--- config.mk ---
export PLATFORM = sky130hd
export DESIGN_NAME = pin_mode_ctrl
export DESIGN_NICKNAME = d
export VERILOG_FILES = /design/src/rtl/pin_mode_ctrl.sv
export SDC_FILE = /design/constraint.sdc
export NUM_CORES = 1
export LEC_CHECK = 0
export BUFFER_PORTS_ARGS = -buffer_cell sky130_fd_sc_hd__clkbuf_2
export CORE_MARGIN = 3
export CORE_UTILIZATION = 45
export CTS_CLUSTER_SIZE = 20
export DETAILED_ROUTE_END_ITERATION = 7
export PLACE_DENSITY = 0.59
export SLEW_MARGIN = 0
export SYNTH_ARGS = -nofsm -noshare
export SYNTH_HDL_FRONTEND = slang
export SYNTH_SLANG_ARGS = --single-unit
--- constraint.sdc ---
create_clock -name pG0 -period 5.12 [get_ports pG0]
set_input_delay 1.024 -clock pG0 [delete_from_list [all_inputs] [get_ports pG0]]
set_output_delay 1.024 -clock pG0 [all_outputs]
set_load 0.01 [all_outputs]
--- src/rtl/pin_mode_ctrl.sv ---
// Button-driven 4-mode LED pattern controller: 2-flop sync + debounce per button, mode FSM, prescaled pattern.
// Pins are registered one cycle after mode/pattern state; no backpressure, outputs are free-running levels.
module pin_mode_ctrl #(
    parameter int DEB_CYCLES = 16384,
    parameter int PRESC_BITS = 20
) (
    input  logic pG0,
    input  logic pRST,
    input  logic p3B1,
    input  logic p3B2,
    output logic p3A0,
    output logic p3A1,
    output logic p3A2,
    output logic p3A3,
    output logic p2A2,
    output logic p2A3
);
    localparam int CW = $clog2(DEB_CYCLES);
    localparam logic [CW-1:0] CNT_LAST = CW'(DEB_CYCLES - 1);

    typedef enum logic [1:0] {
        MODE_PASS  = 2'd0,
        MODE_COUNT = 2'd1,
        MODE_WALK  = 2'd2,
        MODE_BLINK = 2'd3
    } mode_e;

    // Index 0 is button A (p3B1), index 1 is button B (p3B2); all levels active-low.
    logic [1:0]            sync1_q, sync2_q;
    logic [1:0]            stable_q, stable_d;
    logic [1:0]            press;
    logic [CW-1:0]         cnt_q [2];
    logic [CW-1:0]         cnt_d [2];
    logic [PRESC_BITS-1:0] presc_q, presc_d;
    logic                  tick;
    mode_e                 mode_q, mode_d;
    logic [3:0]            pattern_q, pattern_d;
    logic [3:0]            pins_d, pins_q;
    logic                  frozen_q, frozen_d;
    logic                  frz_out_q, held_out_q;
    logic                  press_a, press_b;

    assign press_a = press[0];
    assign press_b = press[1];

    always_comb begin
        stable_d = stable_q;
        press    = 2'b00;
        cnt_d[0] = '0;
        cnt_d[1] = '0;
        for (int i = 0; i < 2; i++) begin
            if (sync2_q[i] != stable_q[i]) begin
                if (cnt_q[i] == CNT_LAST) begin
                    stable_d[i] = sync2_q[i];
                    press[i]    = stable_q[i] & ~sync2_q[i];
                end else begin
                    cnt_d[i] = cnt_q[i] + 1'b1;
                end
            end
        end
    end

    assign tick    = &presc_q;
    assign presc_d = press_a ? '0 : presc_q + 1'b1;

    // FSM: state register
    always_ff @(posedge pG0) begin
        if (pRST) begin
            mode_q <= MODE_PASS;
        end else begin
            mode_q <= mode_d;
        end
    end

    // FSM: next state
    always_comb begin
        mode_d = mode_q;
        if (press_a) begin
            case (mode_q)
                MODE_PASS:  mode_d = MODE_COUNT;
                MODE_COUNT: mode_d = MODE_WALK;
                MODE_WALK:  mode_d = MODE_BLINK;
                default:    mode_d = MODE_PASS;
            endcase
        end
    end

    // FSM: outputs
    always_comb begin
        pins_d = pattern_q;
        if (mode_q == MODE_PASS) begin
            pins_d = {stable_q[1], ~stable_q[1], 1'b0, ~stable_q[0]};
        end
    end

    // A mode change reloads the start value and swallows a coincident tick.
    always_comb begin
        pattern_d = pattern_q;
        if (press_a) begin
            pattern_d = (mode_d == MODE_WALK) ? 4'b0001 : 4'b0000;
        end else if (tick && !frozen_q) begin
            case (mode_q)
                MODE_COUNT: pattern_d = pattern_q + 4'd1;
                MODE_WALK:  pattern_d = {pattern_q[2:0], pattern_q[3]};
                MODE_BLINK: pattern_d = ~pattern_q;
                default:    pattern_d = pattern_q;
            endcase
        end
    end

    assign frozen_d = press_a ? 1'b0 : (press_b ? ~frozen_q : frozen_q);

    always_ff @(posedge pG0) begin
        if (pRST) begin
            sync1_q    <= 2'b11;
            sync2_q    <= 2'b11;
            stable_q   <= 2'b11;
            cnt_q[0]   <= '0;
            cnt_q[1]   <= '0;
            presc_q    <= '0;
            pattern_q  <= 4'b0000;
            frozen_q   <= 1'b0;
            pins_q     <= 4'b0000;
            frz_out_q  <= 1'b0;
            held_out_q <= 1'b0;
        end else begin
            sync1_q    <= {p3B2, p3B1};
            sync2_q    <= sync1_q;
            stable_q   <= stable_d;
            cnt_q[0]   <= cnt_d[0];
            cnt_q[1]   <= cnt_d[1];
            presc_q    <= presc_d;
            pattern_q  <= pattern_d;
            frozen_q   <= frozen_d;
            pins_q     <= pins_d;
            frz_out_q  <= frozen_q;
            held_out_q <= ~stable_q[0];
        end
    end

    assign p3A0 = pins_q[0];
    assign p3A1 = pins_q[1];
    assign p3A2 = pins_q[2];
    assign p3A3 = pins_q[3];
    assign p2A2 = frz_out_q;
    assign p2A3 = held_out_q;

endmodule

Word-level counts from Yosys, hierarchy flattened:

Memories as Yosys holds them, arrays and structs flattened.
Cells that the tools add are included.
Widths: inputs -> output; s select.

* input bits: 4
* memory bits (writable): 28
* output and inout port bits: 6
* memories kept: 1
* register bits after elaboration: 39

* equal/unequal tests: 8
* add/sub/neg operators: 4
* reductions and logical operators: 11
* multiplexer cells: 20
* bitwise logic cells: 10

Memories
* cnt_q: depth 2, bits a word 14, read ports 2, clocked after memory_dff 0, write ports 2, RTL line 32 `logic [CW-1:0] cnt_q [2];`

Operators by type and width (number)
* $mux 14: 6
* $add 14x1->14 const B: 2
* $eq 14x14->1 const B: 2
* $add 20x1->20 const B: 1
* $reduce_and 20->1: 1
* $mux 4: 3
* $pmux 4 s3: 1
* $mux 1: 8
* $eq 2x2->1 const B: 3
* $pmux 2 s3: 1
* $reduce_and 2->1: 3
* $not 1->1: 5
* $add 4x1->4 const B: 1
* $not 4->4: 1
* $reduce_bool 4->1: 1
* $reduce_or 2->1: 2
* $and 1x1->1: 2
* $eq 2x1->1 const B: 1
* $logic_not 2->1: 1
* $mux 2: 1
* $ne 1x1->1: 2
* $or 1x1->1: 2
* $reduce_bool 2->1: 1
* $logic_and 1x1->1: 1
* $logic_not 1->1: 1

Longest topological paths before layout:

Gate-level depths: netlist of run 1.

* depth after elaboration: 8
* depth in mapped cells: 8
* mapped depth without buffers: 7

Least setup slack after synthesis of run 1:

No wires, ideal clock.

* kind: input port to flip-flop
* start: input pRST
* end: memory cnt_q[0][16] (netlist bit)
* data arrival time: 1.803 ns
* cell stages on the path: 4
* setup slack: 3.253 ns
* library setup time: 0.064 ns
* required time: 5.056 ns
* cells stage by stage: clkbuf_1 -> a311o_1 -> buf_2 -> nor2_1

RTL lines
* from (decl): RTL line 8 `input logic pRST,`
* to (decl): RTL line 32

Final worst setup path of run 1:

* start: register sync2_q[0]
* end: register pattern_q[0]

* longest elaborated chain between the ends: 8
* elaborated cells on any way between the ends: 12

RTL lines
* from (decl): RTL line 29 `logic [1:0] sync1_q, sync2_q;`
* from (signal assigned): RTL line 128 `sync2_q <= sync1_q;`
* $not 1->1: RTL line 55 `press[i] = stable_q[i] & ~sync2_q[i];`
* $and 1x1->1: RTL line 55
* $mux 1: RTL line 53 `if (cnt_q[i] == CNT_LAST) begin`
* $mux 1 *: RTL line 52 `if (sync2_q[i] != stable_q[i]) begin`
* $mux 2: RTL line 78 `if (press_a) begin`
* $eq 2x2->1: RTL line 100 `pattern_d = (mode_d == MODE_WALK) ? 4'b0001 : 4'b0000;`
* $mux 1: RTL line 100
* $mux 4: RTL line 99 `if (press_a) begin`
* to (signal assigned): RTL line 133 `pattern_q <= pattern_d;`
* to (decl): RTL line 37 `logic [3:0] pattern_q, pattern_d;`

Every way passes the cells marked *; elsewhere a longest branch is shown, timed or not.
A chain may end at the register's enable or synchronous reset.

==> impl_metrics.ini, run 1 <==
[cells_and_area]
n_fill_cell = 569
nets = 344
finalInstanceArea_mm2 = 0.003167
area_growth_syn_to_layout_pct = 9.615
drive_gt1_share_pct = 10.75
antennaDiodeCount = 0

[placed_design]
place_congestion = 0.7249
port_buffers = 9
hpwl_um = 3245
place_area_mm2 = 0.002973
dp_slack_ps = 2725

[clock_tree]
h-tree-depth = 3
hold_buffers = 0
post-cts-setup-buffers = 0
cts.sinks = 67
cts_buffer_depth = 2
cts_tree = built
cts_root_buffer = clkbuf_8
clkTransAtPathRegs_ps = 70
cts_resized = 0
numCtsBuffers = 9
clk_latency_ps = 340

[power_and_ir_drop]
power_frac_clock_pct = 44.1
seqPwrFrac_pct = 54.2
ir_worst_vdd_mv = 0.1747
p_sw_share_pct = 21.30
power_switching_w = 0.0002075
pwr-share-comb_pct = 1.7
power-per-cell-area_mw_per_mm2 = 307.7
p_leak_nw = 1.161
p_int_w = 0.0007668

[logic_synthesis]
synth_largest_area_cell = dfxtp_1
synth.area.top_cells = dfxtp_1 (46%), nor2_1 (8.8%), xor2_1 (7.6%)
synthTopCellsByCount = nor2_1 (68), dfxtp_1 (67), xor2_1 (25)
ys_seq_elements = 67
ys_seq_area_share_pct = 46.43
avgSynthCellArea_um2 = 9.056
yosys.area.top_type_share_pct = 46.43
synth.net_count = 333
ys_warn_count = 0
netlist_area_mm2 = 0.002889
synth_edf_count = 0
synthArstFlopShare_pct = 0
synth.most_common_cell = nor2_1
syn-instance-count = 319
synth_ff_type = dfxtp_1
ys_types = 41

[sta]
maxSlewHeadroom_pct = 39.39
setup_viol = 0
period_needed_ps = 2201
fin_crit_sh_pct = 42.98
finalSetupTns_ps = 0
fmax_mhz = 454.4
tightest_slew_ps = 903.0
setup_ws_ps = 2919
rsz0062_at_grt = no
fin_skew_ps = 6.503
hold_viol_final = 0
final_max_slew_viol_count = 0

[critical_path]
critPathMaxFanout = 24
startpoint = sync2_q[0]
start_kind = flop
path_delay_family = simple AND/OR/NAND/NOR gates
regToRegSetupSlack_ps = 2920
slowest_delay_ps = 660
crit_path_end_kind = flop
crit_path_cell_trace = inv_1 > ha_1 > nand3b_1 > nor3_4 > or2_1 > o21ai_0
worstSetupPathType = reg -> reg
crit_slowest_cell = or2_1
worstPathRequired_ps = 5310
path_buf_inv = 1
reg2reg_from = sync2_q[0]
rr_worst_depth = 6
cp_data_arrival_time_ps = 2390
crit_cells = 6

[die]
die_x_um = 86.13
fp.coreArea_mm2 = 0.006061
chipHeight_um = 86.13
initial_core_util_pct = 47.67
ios = 10
row_count = 28
die_area_mm2 = 0.007418

[route]
vias = 2011
ant_nets = 0
drc = 0
vias_per_cell = 4.905
drtIter0Drc = 67
wl_um = 4744
first_pass_iters = 4
wl_per_cell_um = 11.57

[global_routing]
grt_max_degree = 25
grt_pass1_wl_um = 8618
grt_antenna_before_repair = 0
grtUsageTotal_pct = 14.64
grt_pass1_vias = 1980
grt_overflow = 0

[job]
max_cap_viol_count = 0

[worst_hold_path]
worstHoldStart = sync1_q[1]
hold_path_depth = 1
hold_path.class = reg -> reg

[status]
status = completed
## power groups by stage
| stage | Clock, W | Combinational (W) | Sequential, W |
|---|---|---|---|
| 4_1_cts | 0.000447 | 0.0000167 | 0.000528 |
| 6_report | 0.000430 | 0.0000161 | 0.000528 |
| 3_5_place_dp | 0 | 0.0000167 | 0.000540 |
| 5_1_grt | 0.000468 | 0.0000188 | 0.000528 |
| 2_1_floorplan | 0 | 0.0000144 | 0.000540 |
| 3_3_place_gp | 0 | 0.0000165 | 0.000540 |
## per-layer routing
layer,vias to the layer above,track usage [%],part of all wire [%]
met5,-,0,0
met4,0,7.770,1.8
met3,9,4.035,2.7
met2,15,23.41,44
met1,889,17.85,51
li1,1098,-,-
## through the flow
step | total power, W | std cells | hold WS, ps | utilization (%)
floorplan | 0.0005542 | 319 | 389.5 | -
global placement | 0.0005566 | 394 | 395.0 | 49.05
detailed placement | 0.0005569 | 394 | 411.5 | 49.05
CTS | 0.0009915 | 410 | 434.5 | 52.25
global route | 0.001015 | 410 | 450.0 | 52.25
finish | 0.0009743 | 410 | 430.6 | 52.25
## layout by cell type (no fill, tap or decap), types with 3 or more instances in the layout
| master | netlist | layout |
|---|---|---|
| xnor2_1 | 17 | 17 |
| ha_1 | 10 | 10 |
| and4_1 | 3 | 3 |
| clkbuf_8 | 0 | 10 |
| dfxtp_1 | 67 | 67 |
| o21ai_0 | 6 | 6 |
| mux2i_1 | 7 | 7 |
| clkinv_2 | 0 | 3 |
| or2_2 | 4 | 4 |
| nor3_1 | 10 | 10 |
| nand4_1 | 9 | 9 |
| inv_1 | 11 | 11 |
| nor2_1 | 68 | 68 |
| nand2_1 | 14 | 14 |
| nand3_1 | 24 | 24 |
| clkbuf_2 | 0 | 9 |
| a21oi_1 | 3 | 3 |
| and3_1 | 3 | 3 |
| a211oi_1 | 3 | 3 |
| xor2_1 | 25 | 25 |
## layout make-up
class / instances / area, µm² / share of cell area, %
multi-input cells: 232 / 1451 / 45.83
flip-flops and latches: 67 / 1341 / 42.35
clock buffers: 11 / 141.4 / 4.465
well taps: 75 / 93.84 / 2.963
clock inverters: 5 / 52.55 / 1.659
repair buffers: 9 / 45.04 / 1.422
inverters: 11 / 41.29 / 1.304
## registers in the layout (all words and copies together), names as in the netlist
signal	count
cnt_q	28
p2A3	1
sync1_q	2
frozen_q	1
pins_q	4
p2A2	1
pattern_q	4
stable_q	2
presc_q	20
mode_q	2
sync2_q	2
## cells by family after synthesis
family | count (synthesis) | synth area share, %
and+or+nand+nor | 156 | 26.94
DFF | 67 | 46.43
xor gates and xnor gates | 42 | 12.73
buffers and inverters | 20 | 3.335
AOI/OAI and AO/OA | 17 | 3.811
adders and majority gates | 10 | 4.331
muxes | 7 | 2.425
## final timing paths
kind                                endpoint
worst max-delay path            pattern_q[0]
worst min-delay path              sync2_q[1]
worst max register to register  pattern_q[0]
worst min register to register    sync2_q[1]
## worst reg2reg max path, cell delays in order (launching register included)
cell,delay [ps]
dfxtp_1,330
inv_1,40
ha_1,320
nand3b_1,220
nor3_4,300
or2_1,660
o21ai_0,180
Note: power is estimated with default switching activity, not from simulation.
==> inputs of run 2 (changes only) <==
--- a/config.mk
+++ b/config.mk
@@ -5,6 +5,7 @@
 export SDC_FILE = /design/constraint.sdc
 export NUM_CORES = 1
 export LEC_CHECK = 0
+export ABC_AREA = 1
 export BUFFER_PORTS_ARGS = -buffer_cell sky130_fd_sc_hd__clkbuf_2
 export CORE_MARGIN = 3
 export CORE_UTILIZATION = 45
==> constraint.sdc (replaced) <==
create_clock -name pG0 -period 2.31 [get_ports pG0]
set_input_delay 0.462 -clock pG0 [delete_from_list [all_inputs] [get_ports pG0]]
set_output_delay 0.462 -clock pG0 [all_outputs]
set_load 0.01 [all_outputs]
==> run 2 against run 1 <==
Global-route usage rose by 0.86 points. Sequential power rose by 120%. First-iteration DRC count rose by 18%. Critical path type unchanged. Largest power group unchanged.
==> impl_metrics.ini, run 2 <==
[logic_synthesis]
syn-instance-count = 402
synth.net_count = 416
ys_seq_elements = 67
netlist_area_mm2 = 0.003114
synth.most_common_cell = dfxtp_1
synthArstFlopShare_pct = 0
synth.area.top_cells = dfxtp_1 (43%), nand2_1 (8.0%), nor2_1 (6.7%)
synth_edf_count = 0
ys_types = 37
avgSynthCellArea_um2 = 7.747
yosys.area.top_type_share_pct = 43.07
ys_warn_count = 0
synthTopCellsByCount = dfxtp_1 (67), nand2_1 (66), nor2_1 (56)
synth_largest_area_cell = dfxtp_1
synth_ff_type = dfxtp_1
ys_seq_area_share_pct = 43.07

[cells_and_area]
largest_reg_flops = 28
final_common_cell = dfxtp_1
largest_register = cnt_q
final_cell_mix = dfxtp_1 (67), nand2_1 (66), nor2_1 (56), inv_1 (54), a21oi_1 (23)
stdcell_count = 502
drive_gt1_share_pct = 13.65
multi_input_area_mm2 = 0.001530
area_growth_syn_to_layout_pct = 10.08
reg.largest.list = cnt_q (28), presc_q (20)
antennaDiodeCount = 0
nets = 435
layout.area.seq_mm2 = 0.001341
n_fill_cell = 651

[sta]
fin_skew_ps = 2.827
rsz0062_at_grt = no
fin_crit_sh_pct = 77.83
setup_ws_ps = 512.1
hold_viol_final = 0
setup_viol = 0
finalSetupTns_ps = 0
period_needed_ps = 1798
tightest_slew_ps = 602.2
final_max_slew_viol_count = 0
maxSlewHeadroom_pct = 59.85
fmax_mhz = 556.2

[clock_tree]
post-cts-setup-buffers = 0
cts.sinks = 67
hold_buffers = 0
cts_resized = 0
numCtsBuffers = 9
cts_tree = built
clkTransAtPathRegs_ps = 70
h-tree-depth = 3
cts_root_buffer = clkbuf_8
clk_latency_ps = 330
cts_buffer_depth = 2

[job]
max_cap_viol_count = 0

[power_and_ir_drop]
p_leak_nw = 1.382
ir_worst_vdd_mv = 0.3835
total_power_w = 0.002089
power-per-cell-area_mw_per_mm2 = 609.4

[route]
vias = 2463
drc = 0
vias_per_cell = 4.906
wl_per_cell_um = 10.74
ant_nets = 0
wl_um = 5389
first_pass_iters = 6
drtIter0Drc = 79

[critical_path]
worstSetupPathType = reg -> reg
regToRegSetupSlack_ps = 510
worstPathRequired_ps = 2540
start_kind = flop
rr_worst_depth = 9
crit_path_end_kind = flop
rr_endpoint = presc_q[2]
critPathMaxFanout = 16
cp_data_arrival_time_ps = 2030
reg2reg_from = cnt_q[0][0]

[die]
fp.coreArea_mm2 = 0.006531
chipHeight_um = 89.19
die_area_mm2 = 0.007955
initial_core_util_pct = 47.68
row_count = 29
ios = 10
die_x_um = 89.19

[global_routing]
grt_antenna_before_repair = 0
grt_overflow = 0
grt_pass1_wl_um = 9591
grt_max_degree = 17
grt_pass1_vias = 2292
grtUsageTotal_pct = 15.50

[placed_design]
port_buffers = 9
hpwl_um = 3978
dp.cells = 487
place_congestion = 0.8437
dp_slack_ps = 474.2

[worst_hold_path]
hold_path.class = in -> reg
hold_path_depth = 2
worstHoldStart = p3B2
holdPathEnd = sync1_q[1]

[status]
status = completed
-- run 2: cell types whose count changed in the layout (fill, tap and decap cells not counted), sizes merged, moves of 6 or more --
cell,before,now
nand2,14,72
xor2,25,12
xnor2,17,6
or2,5,11
nand3,26,19
inv,11,55
a21oi,3,24
o21ai,7,16
mux2i,7,0
nand4,9,16
-- run 2: logic make-up after synthesis --
logic type                 count (synthesis)  synth area share [%]
adders and majority gates                 10                 4.018
and+or+nand+nor                          196                 30.78
xor gates and xnor gates                  18                 5.062
AOI/OAI and AO/OA                         51                 9.281
DFF                                       67                 43.07
buffers and inverters                     60                 7.794
-- run 2: layer usage --
metal | track usage, % | part of all wire, % | up-vias | routed length [µm]
met5 | 0 | 0 | - | 0
met4 | 6.089 | 1.6 | 0 | 85
met3 | 5.530 | 3.2 | 8 | 172
met2 | 26.79 | 47 | 30 | 2535
met1 | 17.37 | 48 | 1097 | 2596
li1 | - | - | 1328 | -
-- run 2: worst max-delay path by stage --
stage	slack, ps	start	cells past startpoint	end
floorplan	850	cnt_q[0][0]	9	presc_q[18]
global placement	490	cnt_q[0][0]	9	presc_q[2]
detailed placement	470	cnt_q[0][0]	9	presc_q[2]
CTS	460	cnt_q[0][0]	9	presc_q[3]
global route	290	cnt_q[0][0]	9	presc_q[2]
finish	510	cnt_q[0][0]	9	presc_q[2]
-- run 2: report_power, final --
part | switching (W) | internal [W]
combinational | 0.0000275 | 0.0000159
sequential | 0.00000536 | 0.00116
clock | 0.000407 | 0.000469
total | 0.000440 | 0.00165
-- run 2: layout make-up --
class | count | area share, %
clock buffers | 13 | 4.927
clock inverters | 2 | 0.2920
inverters | 55 | 6.022
multi-input cells | 275 | 44.64
flip-flops and latches | 67 | 39.12
well taps | 77 | 2.810
repair buffers | 13 | 2.190
-- run 2: critical path: stages, from the launching register on --
cell	delay (ps)
dfxtp_1	350
ha_1	170
nand2_1	80
nor2_2	160
nand2_2	140
nor2_4	160
nand3_2	90
nand2_2	280
buf_4	220
nor3b_1	50
-- run 2: metrics by stage --
stage	hold WS, ps	util, %	cell area [µm²]
3_3_place_gp	390.3	49.75	3249
5_1_grt	286.5	52.49	3428
2_1_floorplan	389.5	-	3114
6_report	308.2	52.49	3428
3_5_place_dp	402.7	49.75	3249
4_1_cts	286.7	52.49	3428
